==> src/rtl/vend_pkg.sv <==
// Shared definitions for the vending payout path: FSM states, change width,
// coin values and a saturating debit helper.
package vend_pkg;

    localparam int AMT_W        = 4;
    localparam int TMR_W        = 8;
    localparam int DFLT_BIG_VAL = 5;
    localparam int SMALL_VAL    = 1;

    typedef logic [AMT_W-1:0] amount_t;
    typedef logic [TMR_W-1:0] tmr_t;

    typedef enum logic [2:0] {
        IDLE,
        PULSE,
        WAIT_ACK,
        GAP,
        FAULT
    } disp_state_e;

    // Subtract a coin value from the owed change, clamping at zero so the
    // display can never wrap around.
    function automatic amount_t debit(input amount_t remain, input amount_t value);
        return (remain >= value) ? amount_t'(remain - value) : '0;
    endfunction

endpackage

==> src/rtl/change_dispenser_if.sv <==
// Request/hopper/display bundle between the payment logic and the change
// dispenser. The master side requests payouts and models the hopper ack.
interface change_dispenser_if;
    import vend_pkg::*;

    logic    req;
    amount_t amount;
    logic    coin_ack;
    logic    fault_clr;
    logic    coin_big;
    logic    coin_small;
    logic    busy;
    logic    done;
    logic    fault;
    amount_t remain;

    modport master (
        output req, amount, coin_ack, fault_clr,
        input  coin_big, coin_small, busy, done, fault, remain
    );

    modport slave (
        input  req, amount, coin_ack, fault_clr,
        output coin_big, coin_small, busy, done, fault, remain
    );

endinterface

==> src/rtl/cycle_timer.sv <==
// Loadable 8-bit down-counter with a zero flag. It stops at zero, so a
// load of N-1 gives a zero flag after exactly N-1 further cycles.
module cycle_timer
    import vend_pkg::*;
(
    input  logic clk,
    input  logic rst_n,
    input  logic i_load,
    input  tmr_t i_load_val,
    output logic o_zero
);

    tmr_t r_count;

    // Load takes priority; otherwise count down and hold at zero.
    always_ff @(posedge clk or negedge rst_n) begin
        if (!rst_n) begin
            r_count <= '0;
        end else if (i_load) begin
            r_count <= i_load_val;
        end else if (r_count != '0) begin
            r_count <= r_count - tmr_t'(1);
        end
    end

    assign o_zero = (r_count == '0);

endmodule

==> src/rtl/change_dispenser.sv <==
// Pays out owed change one coin at a time on a two-denomination hopper:
// greedy coin choice, fixed-width select pulse, edge-detected acknowledge,
// inter-coin gap, and a jam fault when the hopper never answers.
module change_dispenser
    import vend_pkg::*;
#(
    parameter int PULSE_CYC   = 4,
    parameter int GAP_CYC     = 4,
    parameter int ACK_TIMEOUT = 200,
    parameter int BIG_VAL     = DFLT_BIG_VAL
) (
    input  logic              clk,
    input  logic              rst_n,
    change_dispenser_if.slave bus
);

    localparam amount_t BIG_AMT    = amount_t'(BIG_VAL);
    localparam amount_t SMALL_AMT  = amount_t'(SMALL_VAL);
    localparam tmr_t    PULSE_LOAD = tmr_t'(PULSE_CYC - 1);
    localparam tmr_t    GAP_LOAD   = tmr_t'(GAP_CYC - 1);
    localparam tmr_t    ACK_LOAD   = tmr_t'(ACK_TIMEOUT - 1);

    disp_state_e r_state;
    disp_state_e w_state_next;
    amount_t     r_remain;
    amount_t     w_remain_next;
    logic        r_coin_big;
    logic        w_coin_big_next;
    logic        r_coin_small;
    logic        w_coin_small_next;
    logic        r_busy;
    logic        w_busy_next;
    logic        r_done;
    logic        w_done_next;
    logic        r_fault;
    logic        w_fault_next;
    logic        r_denom_big;
    logic        w_denom_big_next;
    logic        r_ack_prev;
    logic        r_ack_latched;
    logic        w_ack_latched_next;

    logic        w_ack_rise;
    logic        w_ack_seen;
    logic        w_tmr_load;
    tmr_t        w_tmr_val;
    logic        w_tmr_zero;
    amount_t     w_coin_val;

    // The hopper may hold ack for several cycles or across coins, so only a
    // rising edge counts as one coin ejected.
    assign w_ack_rise = bus.coin_ack & ~r_ack_prev;
    assign w_ack_seen = r_ack_latched | w_ack_rise;
    assign w_coin_val = r_denom_big ? BIG_AMT : SMALL_AMT;

    cycle_timer u_timer (
        .clk        (clk),
        .rst_n      (rst_n),
        .i_load     (w_tmr_load),
        .i_load_val (w_tmr_val),
        .o_zero     (w_tmr_zero)
    );

    // Next state and next registered outputs; the shared timer is reloaded
    // on every entry into a timed state.
    always_comb begin
        w_state_next       = r_state;
        w_remain_next      = r_remain;
        w_coin_big_next    = 1'b0;
        w_coin_small_next  = 1'b0;
        w_done_next        = 1'b0;
        w_denom_big_next   = r_denom_big;
        w_ack_latched_next = r_ack_latched;
        w_tmr_load         = 1'b0;
        w_tmr_val          = '0;

        case (r_state)
            IDLE: begin
                w_ack_latched_next = 1'b0;
                if (bus.req) begin
                    w_remain_next = bus.amount;
                    if (bus.amount == '0) begin
                        w_done_next = 1'b1;
                    end else begin
                        w_state_next      = PULSE;
                        w_denom_big_next  = (bus.amount >= BIG_AMT);
                        w_coin_big_next   = (bus.amount >= BIG_AMT);
                        w_coin_small_next = (bus.amount < BIG_AMT);
                        w_tmr_load        = 1'b1;
                        w_tmr_val         = PULSE_LOAD;
                    end
                end
            end

            PULSE: begin
                // An ack arriving early is remembered for WAIT_ACK.
                if (w_ack_rise) begin
                    w_ack_latched_next = 1'b1;
                end
                if (w_tmr_zero) begin
                    w_state_next = WAIT_ACK;
                    w_tmr_load   = 1'b1;
                    w_tmr_val    = ACK_LOAD;
                end else begin
                    w_coin_big_next   = r_coin_big;
                    w_coin_small_next = r_coin_small;
                end
            end

            WAIT_ACK: begin
                if (w_ack_seen) begin
                    w_remain_next      = debit(r_remain, w_coin_val);
                    w_ack_latched_next = 1'b0;
                    w_state_next       = GAP;
                    w_tmr_load         = 1'b1;
                    w_tmr_val          = GAP_LOAD;
                end else if (w_tmr_zero) begin
                    w_state_next = FAULT;
                end
            end

            GAP: begin
                if (w_tmr_zero) begin
                    if (r_remain == '0) begin
                        w_state_next = IDLE;
                        w_done_next  = 1'b1;
                    end else begin
                        w_state_next      = PULSE;
                        w_denom_big_next  = (r_remain >= BIG_AMT);
                        w_coin_big_next   = (r_remain >= BIG_AMT);
                        w_coin_small_next = (r_remain < BIG_AMT);
                        w_tmr_load        = 1'b1;
                        w_tmr_val         = PULSE_LOAD;
                    end
                end
            end

            FAULT: begin
                // remain stays frozen so the display shows the unpaid change.
                w_ack_latched_next = 1'b0;
                if (bus.fault_clr) begin
                    w_state_next  = IDLE;
                    w_remain_next = '0;
                end
            end

            default: begin
                w_state_next = IDLE;
            end
        endcase

        w_busy_next  = (w_state_next != IDLE);
        w_fault_next = (w_state_next == FAULT);
    end

    // State and all outputs are registered; reset drops the coin lines at once.
    always_ff @(posedge clk or negedge rst_n) begin
        if (!rst_n) begin
            r_state       <= IDLE;
            r_remain      <= '0;
            r_coin_big    <= 1'b0;
            r_coin_small  <= 1'b0;
            r_busy        <= 1'b0;
            r_done        <= 1'b0;
            r_fault       <= 1'b0;
            r_denom_big   <= 1'b0;
            r_ack_prev    <= 1'b0;
            r_ack_latched <= 1'b0;
        end else begin
            r_state       <= w_state_next;
            r_remain      <= w_remain_next;
            r_coin_big    <= w_coin_big_next;
            r_coin_small  <= w_coin_small_next;
            r_busy        <= w_busy_next;
            r_done        <= w_done_next;
            r_fault       <= w_fault_next;
            r_denom_big   <= w_denom_big_next;
            r_ack_prev    <= bus.coin_ack;
            r_ack_latched <= w_ack_latched_next;
        end
    end

    assign bus.coin_big   = r_coin_big;
    assign bus.coin_small = r_coin_small;
    assign bus.busy       = r_busy;
    assign bus.done       = r_done;
    assign bus.fault      = r_fault;
    assign bus.remain     = r_remain;

endmodule
==> src/flat_wrapper.sv <==
// flat-port wrapper written by rule: the top's interface ports become plain ports
module change_dispenser_flat import vend_pkg::*;
#(
    parameter int PULSE_CYC   = 4,
    parameter int GAP_CYC     = 4,
    parameter int ACK_TIMEOUT = 200,
    parameter int BIG_VAL     = DFLT_BIG_VAL
)
  (clk, rst_n, bus_req, bus_amount, bus_coin_ack, bus_fault_clr, bus_coin_big, bus_coin_small, bus_busy, bus_done, bus_fault, bus_remain);
  change_dispenser_if bus_i ();
  input  logic clk;
  input  logic rst_n;
  input wire logic [$bits(bus_i.req)-1:0] bus_req;
  input wire logic [$bits(bus_i.amount)-1:0] bus_amount;
  input wire logic [$bits(bus_i.coin_ack)-1:0] bus_coin_ack;
  input wire logic [$bits(bus_i.fault_clr)-1:0] bus_fault_clr;
  output wire logic [$bits(bus_i.coin_big)-1:0] bus_coin_big;
  output wire logic [$bits(bus_i.coin_small)-1:0] bus_coin_small;
  output wire logic [$bits(bus_i.busy)-1:0] bus_busy;
  output wire logic [$bits(bus_i.done)-1:0] bus_done;
  output wire logic [$bits(bus_i.fault)-1:0] bus_fault;
  output wire logic [$bits(bus_i.remain)-1:0] bus_remain;
  assign bus_i.req = bus_req;
  assign bus_i.amount = bus_amount;
  assign bus_i.coin_ack = bus_coin_ack;
  assign bus_i.fault_clr = bus_fault_clr;
  assign bus_coin_big = bus_i.coin_big;
  assign bus_coin_small = bus_i.coin_small;
  assign bus_busy = bus_i.busy;
  assign bus_done = bus_i.done;
  assign bus_fault = bus_i.fault;
  assign bus_remain = bus_i.remain;
  change_dispenser #(.PULSE_CYC(PULSE_CYC), .GAP_CYC(GAP_CYC), .ACK_TIMEOUT(ACK_TIMEOUT), .BIG_VAL(BIG_VAL)) u_core (.clk(clk), .rst_n(rst_n), .bus(bus_i));
endmodule
==> config.mk <==
export PLATFORM = sky130hd
export DESIGN_NAME = change_dispenser_flat
export DESIGN_NICKNAME = d
export VERILOG_FILES = /design/src/rtl/vend_pkg.sv /design/src/rtl/change_dispenser_if.sv /design/src/rtl/cycle_timer.sv /design/src/rtl/change_dispenser.sv /design/src/flat_wrapper.sv
export SDC_FILE = /design/constraint.sdc
export NUM_CORES = 1
export LEC_CHECK = 0
export BUFFER_PORTS_ARGS = -buffer_cell sky130_fd_sc_hd__buf_2
export CAP_MARGIN = 20
export CORE_ASPECT_RATIO = 0.5
export CORE_UTILIZATION = 25
export CTS_CLUSTER_DIAMETER = 40
export DETAILED_ROUTE_END_ITERATION = 8
export GPL_TIMING_DRIVEN = 0
export PLACE_DENSITY_LB_ADDON = 0.3
export SKIP_CTS_REPAIR_TIMING = 1
export SLEW_MARGIN = 20
export SYNTH_ARGS = -nofsm -noshare
export SYNTH_HDL_FRONTEND = slang
export SYNTH_SLANG_ARGS = --single-unit
export TNS_END_PERCENT = 50
==> constraint.sdc <==
create_clock -name clk -period 2 [get_ports clk]
set_input_delay 0.1 -clock clk [delete_from_list [all_inputs] [get_ports clk]]
set_output_delay 0.1 -clock clk [all_outputs]
set_load 0.02 [all_outputs]
-- Word level (Yosys, flattened, before mapping)
Cells that the tools add are included.
- add/subtract/negate cells: 2
- order comparisons: 5
- equality and inequality tests: 13
- mux-type cells: 55
- bitwise logic cells: 3
- reductions and logical operators: 14
- operators with widths (kind ; number):
    8-bit two-way mux ; 5
    8-bit case mux with 4 select lines ; 1
    1-bit two-way mux ; 26
    3-bit two-way mux ; 8
    4-bit two-way mux ; 4
    3-bit case mux with 5 select lines ; 1
    2-bit inequality test, second input constant ; 6
    4-bit case mux with 3 select lines ; 1
    1-bit case mux with 3 select lines ; 3
    3-bit nonzero test ; 3
    4-bit by 3-bit >= comparator with 1-bit output, second input constant ; 2
    4-bit logical NOT ; 2
    8-bit logical NOT ; 1
    4-bit by 3-bit < comparator with 1-bit output, second input constant ; 2
    8-bit nonzero test ; 1
    8-bit by 1-bit subtractor with 8-bit output, second input constant ; 1
    3-bit by 2-bit equality test with 1-bit output, second input constant ; 2
    3-bit equality test, second input constant ; 2
    2-bit two-way mux ; 3
    5-bit AND reduction ; 1
    4-bit >= comparator ; 1
    2-bit by 1-bit inequality test with 1-bit output, second input constant ; 2
    1-bit case mux with 2 select lines ; 2
    1-bit case mux with 4 select lines ; 1
    other kinds (10) ; 11
- register bits after elaboration: 23
- bits of input ports: 9
- output and inout bits: 9
- word-level logic and storage cells: 103

-- Depth between registers and ports, before layout
- depth in word-level cells: 6
- depth in mapped cells: 8
- gate-level depth less buffers: 7

-- Modules after synthesis
Synthesis repeated with hierarchy kept, for this count alone.
- cells, all modules: 156
- area, all modules: 1447.6 um^2
- by module, submodules not included (module ; instances ; cells an instance ; area each (um^2) ; seq. area each (um^2)):
    change_dispenser ; 1 ; 102 ; 959.7 ; 375.4
    cycle_timer ; 1 ; 54 ; 488.0 ; 200.2

-- Worst setup path before layout
No wires, ideal clock.
- kind: flip-flop to flip-flop
- start point: reg u_core.r_remain[1], in the netlist u_core.bus.remain[1]
- end point: reg u_core.r_remain[0], in the netlist u_core.bus.remain[0]
- setup time: 0.135 ns
- arrival time: 1.583 ns
- required time: 1.865 ns
- path slack: 0.282 ns
- cell stages (with the launch flop): 8
- path buffers: 0
- period minus slack after synthesis: 1.718 ns
- cells stage by stage: dfrtp_1 > inv_1 > ha_1 > nand2b_1 > a211o_1 > and2_1 > a22oi_1 > a21oi_1
- cells in the longest elaborated chain, start to end: 4
- ends and longest elaborated chain (item ; line ; RTL):
    start, declared ; change_dispenser.sv:25 ; amount_t r_remain;
    start signal, assigned ; change_dispenser.sv:171 ; r_remain <= w_remain_next;
    4-bit >= comparator ; vend_pkg.sv:24 ; return (remain >= value) ? amount_t'(remain - value) : '0;
    4-bit two-way mux ; vend_pkg.sv:24 ;
    4-bit two-way mux ; change_dispenser.sv:111 ; if (w_ack_seen) begin
    4-bit case mux with 3 select lines ; change_dispenser.sv:77 ; case (r_state)
Every way passes these cells. The select of a mux whose other input is x is not followed.
A chain may end at the register's enable or synchronous reset.

-- Worst setup path after layout
- start point: reg u_core.u_timer.r_count[0]
- end point: reg u_core.r_coin_big, in the netlist u_core.bus.coin_big
- cells in the longest elaborated chain, start to end: 3
- elaborated cells between the ends (all ways): 4
- those cells by class: 1 x eq/ne; 2 x mux; 1 x reduce/logical
- ends and longest elaborated chain (item ; line ; RTL):
    start, declared ; cycle_timer.sv:13 ; tmr_t r_count;
    start signal, assigned ; cycle_timer.sv:20 ; r_count <= i_load_val;
    start signal, assigned ; cycle_timer.sv:22 ; r_count <= r_count - tmr_t'(1);
    8-bit logical NOT * ; cycle_timer.sv:26 ; assign o_zero = (r_count == '0);
    1-bit two-way mux ; change_dispenser.sv:123 ; if (w_tmr_zero) begin
    1-bit case mux with 3 select lines ; change_dispenser.sv:77 ;
    end signal, assigned ; change_dispenser.sv:172 ; r_coin_big <= w_coin_big_next;
    end, declared ; change_dispenser.sv:27 ; logic r_coin_big;
Every way passes the cells marked *; elsewhere a longest branch is shown, timed or not.

==> impl_metrics.toml <==
[cts]
tritoncts = "done"
clk-insertion-delay-late_ps = 270
clock_sinks = 23
cts_inserted_buffers = 3
clock_path_buffers = 2
cts-root-buf = "clkbuf_8"
clkTransAtPathRegs_ps = 90
htree_levels = 1

[finish]
syn2layout_area_growth_pct = 17.7
drive_above_1_share_pct = 21.4
antenna_cells = 0
fin_area_mm2 = 0.00165
nets = 188

[logic_synthesis]
ys_seq_elements = 23
syn-num-nets = 164
synth_top_area_share_pct = 41.0
syn-cell-area_mm2 = 0.00140
seq_area_frac_synth_pct = 41.0
syn_avg_cell_area_um2 = 9.36
synth_cells = 150
postSynth.asyncResetShare_pct = 100
synth.area.top_cells = "dfrtp_1 (41%), ha_1 (4.5%), nor2_1 (4.3%), o21ai_0 (3.2%), nand2_1 (3.2%)"
yosys_warnings = 0
synth_edf_count = 0
ys_types = 47
ys.flop_type = "dfrtp_1"
yosys.area.top_type = "dfrtp_1"

[timing]
skew_ps = 7.56
final_period_minus_worst_setup_slack_ps = 1840
setup_tns_ps = 0
hold_violations = 0
maxSlewHeadroom_pct = 59.1
period_share_pct = 91.8
tightest_slew_ps = 605
rsz0062_at_grt = "false"
clock.fmax_mhz = 545
drv_slew = 0
setup_viol = 0

[floorplanning]
dieArea_mm2 = 0.00594
core_mm2 = 0.00516
ios = 18
chipWidth_um = 108
initial_core_util_pct = 27.2
rows = 18
fp.dieH_um = 55.0

[critical_path]
start_kind = "flip-flop"
critPathCaptureType = "flip-flop"
worstPathArrival_ps = 2050
cp_max_fo = 10
cp.required_ps = 2210
path_class = "flip-flop to flip-flop"

[placement]
placed_area_mm2 = 0.00158
hpwl_um = 2240
port_buffers = 17
gp_congestion = 0.781

[power_and_ir_drop]
power_frac_clock_pct = 35.1
leakage_nw = 0.720
sequentialPowerShare_pct = 56.4
combPwrFrac_pct = 8.5
internal_power_mw = 0.640
vdd_drop_max_uv = 200
p_sw_mw = 0.208
power.share.switching_pct = 24.5
powerDensity_mw_per_mm2 = 513

[routing]
ant_nets = 0
first_pass_iters = 4
routed_wl_um = 3040
viasPerCell = 4.80
drc_errors = 0
drtIter0Drc = 34
vias = 1166
routedWlPerCell_um = 12.5

[grt]
grt_pass1_wl_um = 5120
track_usage_pct = 11.2
grt-ovfl-total = 0
grt_max_degree = 24
antenna_found_initial = 0
grt_pass1_vias = 1116

[status]
status = "completed"

[min_path]
hold_path_class = "input pin to flip-flop"

[run]
drv_cap = 0
## worst max-delay path, stage by stage (launching register included)
cell and delay (ps):
dfrtp_1 410, inv_1 90, ha_2 220, nor4b_4 300, nand2_4 150, o21a_1 250
nor3_2 240, a31o_1 120
## registers in the layout, indices dropped and copies added, names as in the netlist
name                    cells
u_core.u_timer.r_count      8
u_core.bus.remain           4
u_core.r_state              3
u_core.bus.busy             1
u_core.bus.coin_big         1
u_core.bus.coin_small       1
u_core.bus.done             1
u_core.bus.fault            1
u_core.r_ack_latched        1
u_core.r_ack_prev           1
u_core.r_denom_big          1
## routing by layer
metal | GRT usage [%] | up-vias | share of wire (%)
met3 | 2.11 | 2 | 1.6
met2 | 20.2 | 8 | 47
met4 | 3.65 | 0 | 0.89
li1 | - | 592 | -
met1 | 14.0 | 564 | 51
met5 | 0 | - | 0
## kinds of logic after synthesis
group,after synthesis,share of synthesized area [%]
xor+xnor,2,1.25
flops,23,41.0
compound gates,45,21.4
buf+inv,10,3.21
mux,4,2.85
simple gates,61,25.8
fa+ha+maj,5,4.46
## cells in the final DEF, fill, tap and decap left out, types with 5 or more instances in the layout
cell       n
dfrtp_1   23
buf_2     20
nor2_1    16
nand2_1   12
o21ai_0    9
a21oi_1    7
inv_1      6
nand2b_1   5
## metrics by stage
| step | hold slack [ps] | util (%) | setup WS, ps | total power, mW | cells |
|---|---|---|---|---|---|
| CTS | -175 | 31.5 | 70.7 | 0.861 | 241 |
| global placement | 119 | 30.6 | 100 | 0.557 | 237 |
| finish | 138 | 32.0 | 164 | 0.849 | 243 |
| global route | 178 | 32.0 | 11.0 | 0.892 | 243 |
| detailed placement | 123 | 30.6 | 88.8 | 0.558 | 237 |
| floorplan | -196 | - | 282 | 0.525 | 150 |
## final cells by class
type,instances,area (µm²)
clock buffers,3,41.3
multi-input cells,117,793
inverters,6,22.5
plain buffers,4,22.5
fillers,532,3500
clock inverters,1,5.00
flip-flops and latches,23,576
repair buffers,19,105
well taps,70,87.6
## cells in the mapped netlist, types with 4 or more instances
cell	n
mux2i_1	4
inv_1	6
o31ai_1	4
nor3_1	4
o21ai_1	4
nor2_1	16
nand2_1	12
nand2b_1	5
o21ai_0	9
a21oi_1	7
ha_1	5
dfrtp_1	23
## path summary, 6_finish.rpt
| kind | start | end | slack [ps] | depth (start not counted) |
|---|---|---|---|---|
| setup / recovery | u_core.u_timer.r_count[0] | u_core.bus.coin_big | 160 | 7 |
| hold / removal | bus_amount[3] | u_core.bus.done | 140 | 4 |
| setup reg to reg | u_core.u_timer.r_count[0] | u_core.bus.coin_big | 160 | 7 |
| hold reg to reg | u_core.bus.coin_big | u_core.bus.coin_big | 500 | 1 |
| max in group asynchronous | rst_n | u_core.u_timer.r_count[5] | 1310 | 2 |
| min in group asynchronous | rst_n | u_core.bus.busy | 340 | 2 |
## power by group through the flow
stage,clock [mW],combinational (mW),sequential [mW]
6_report,0.298,0.0721,0.479
5_1_grt,0.331,0.0816,0.480
4_1_cts,0.312,0.0704,0.478
3_5_place_dp,0,0.0701,0.488
3_3_place_gp,0,0.0689,0.488
2_1_floorplan,0,0.0333,0.491
Note: power is estimated with default switching activity, not from simulation.
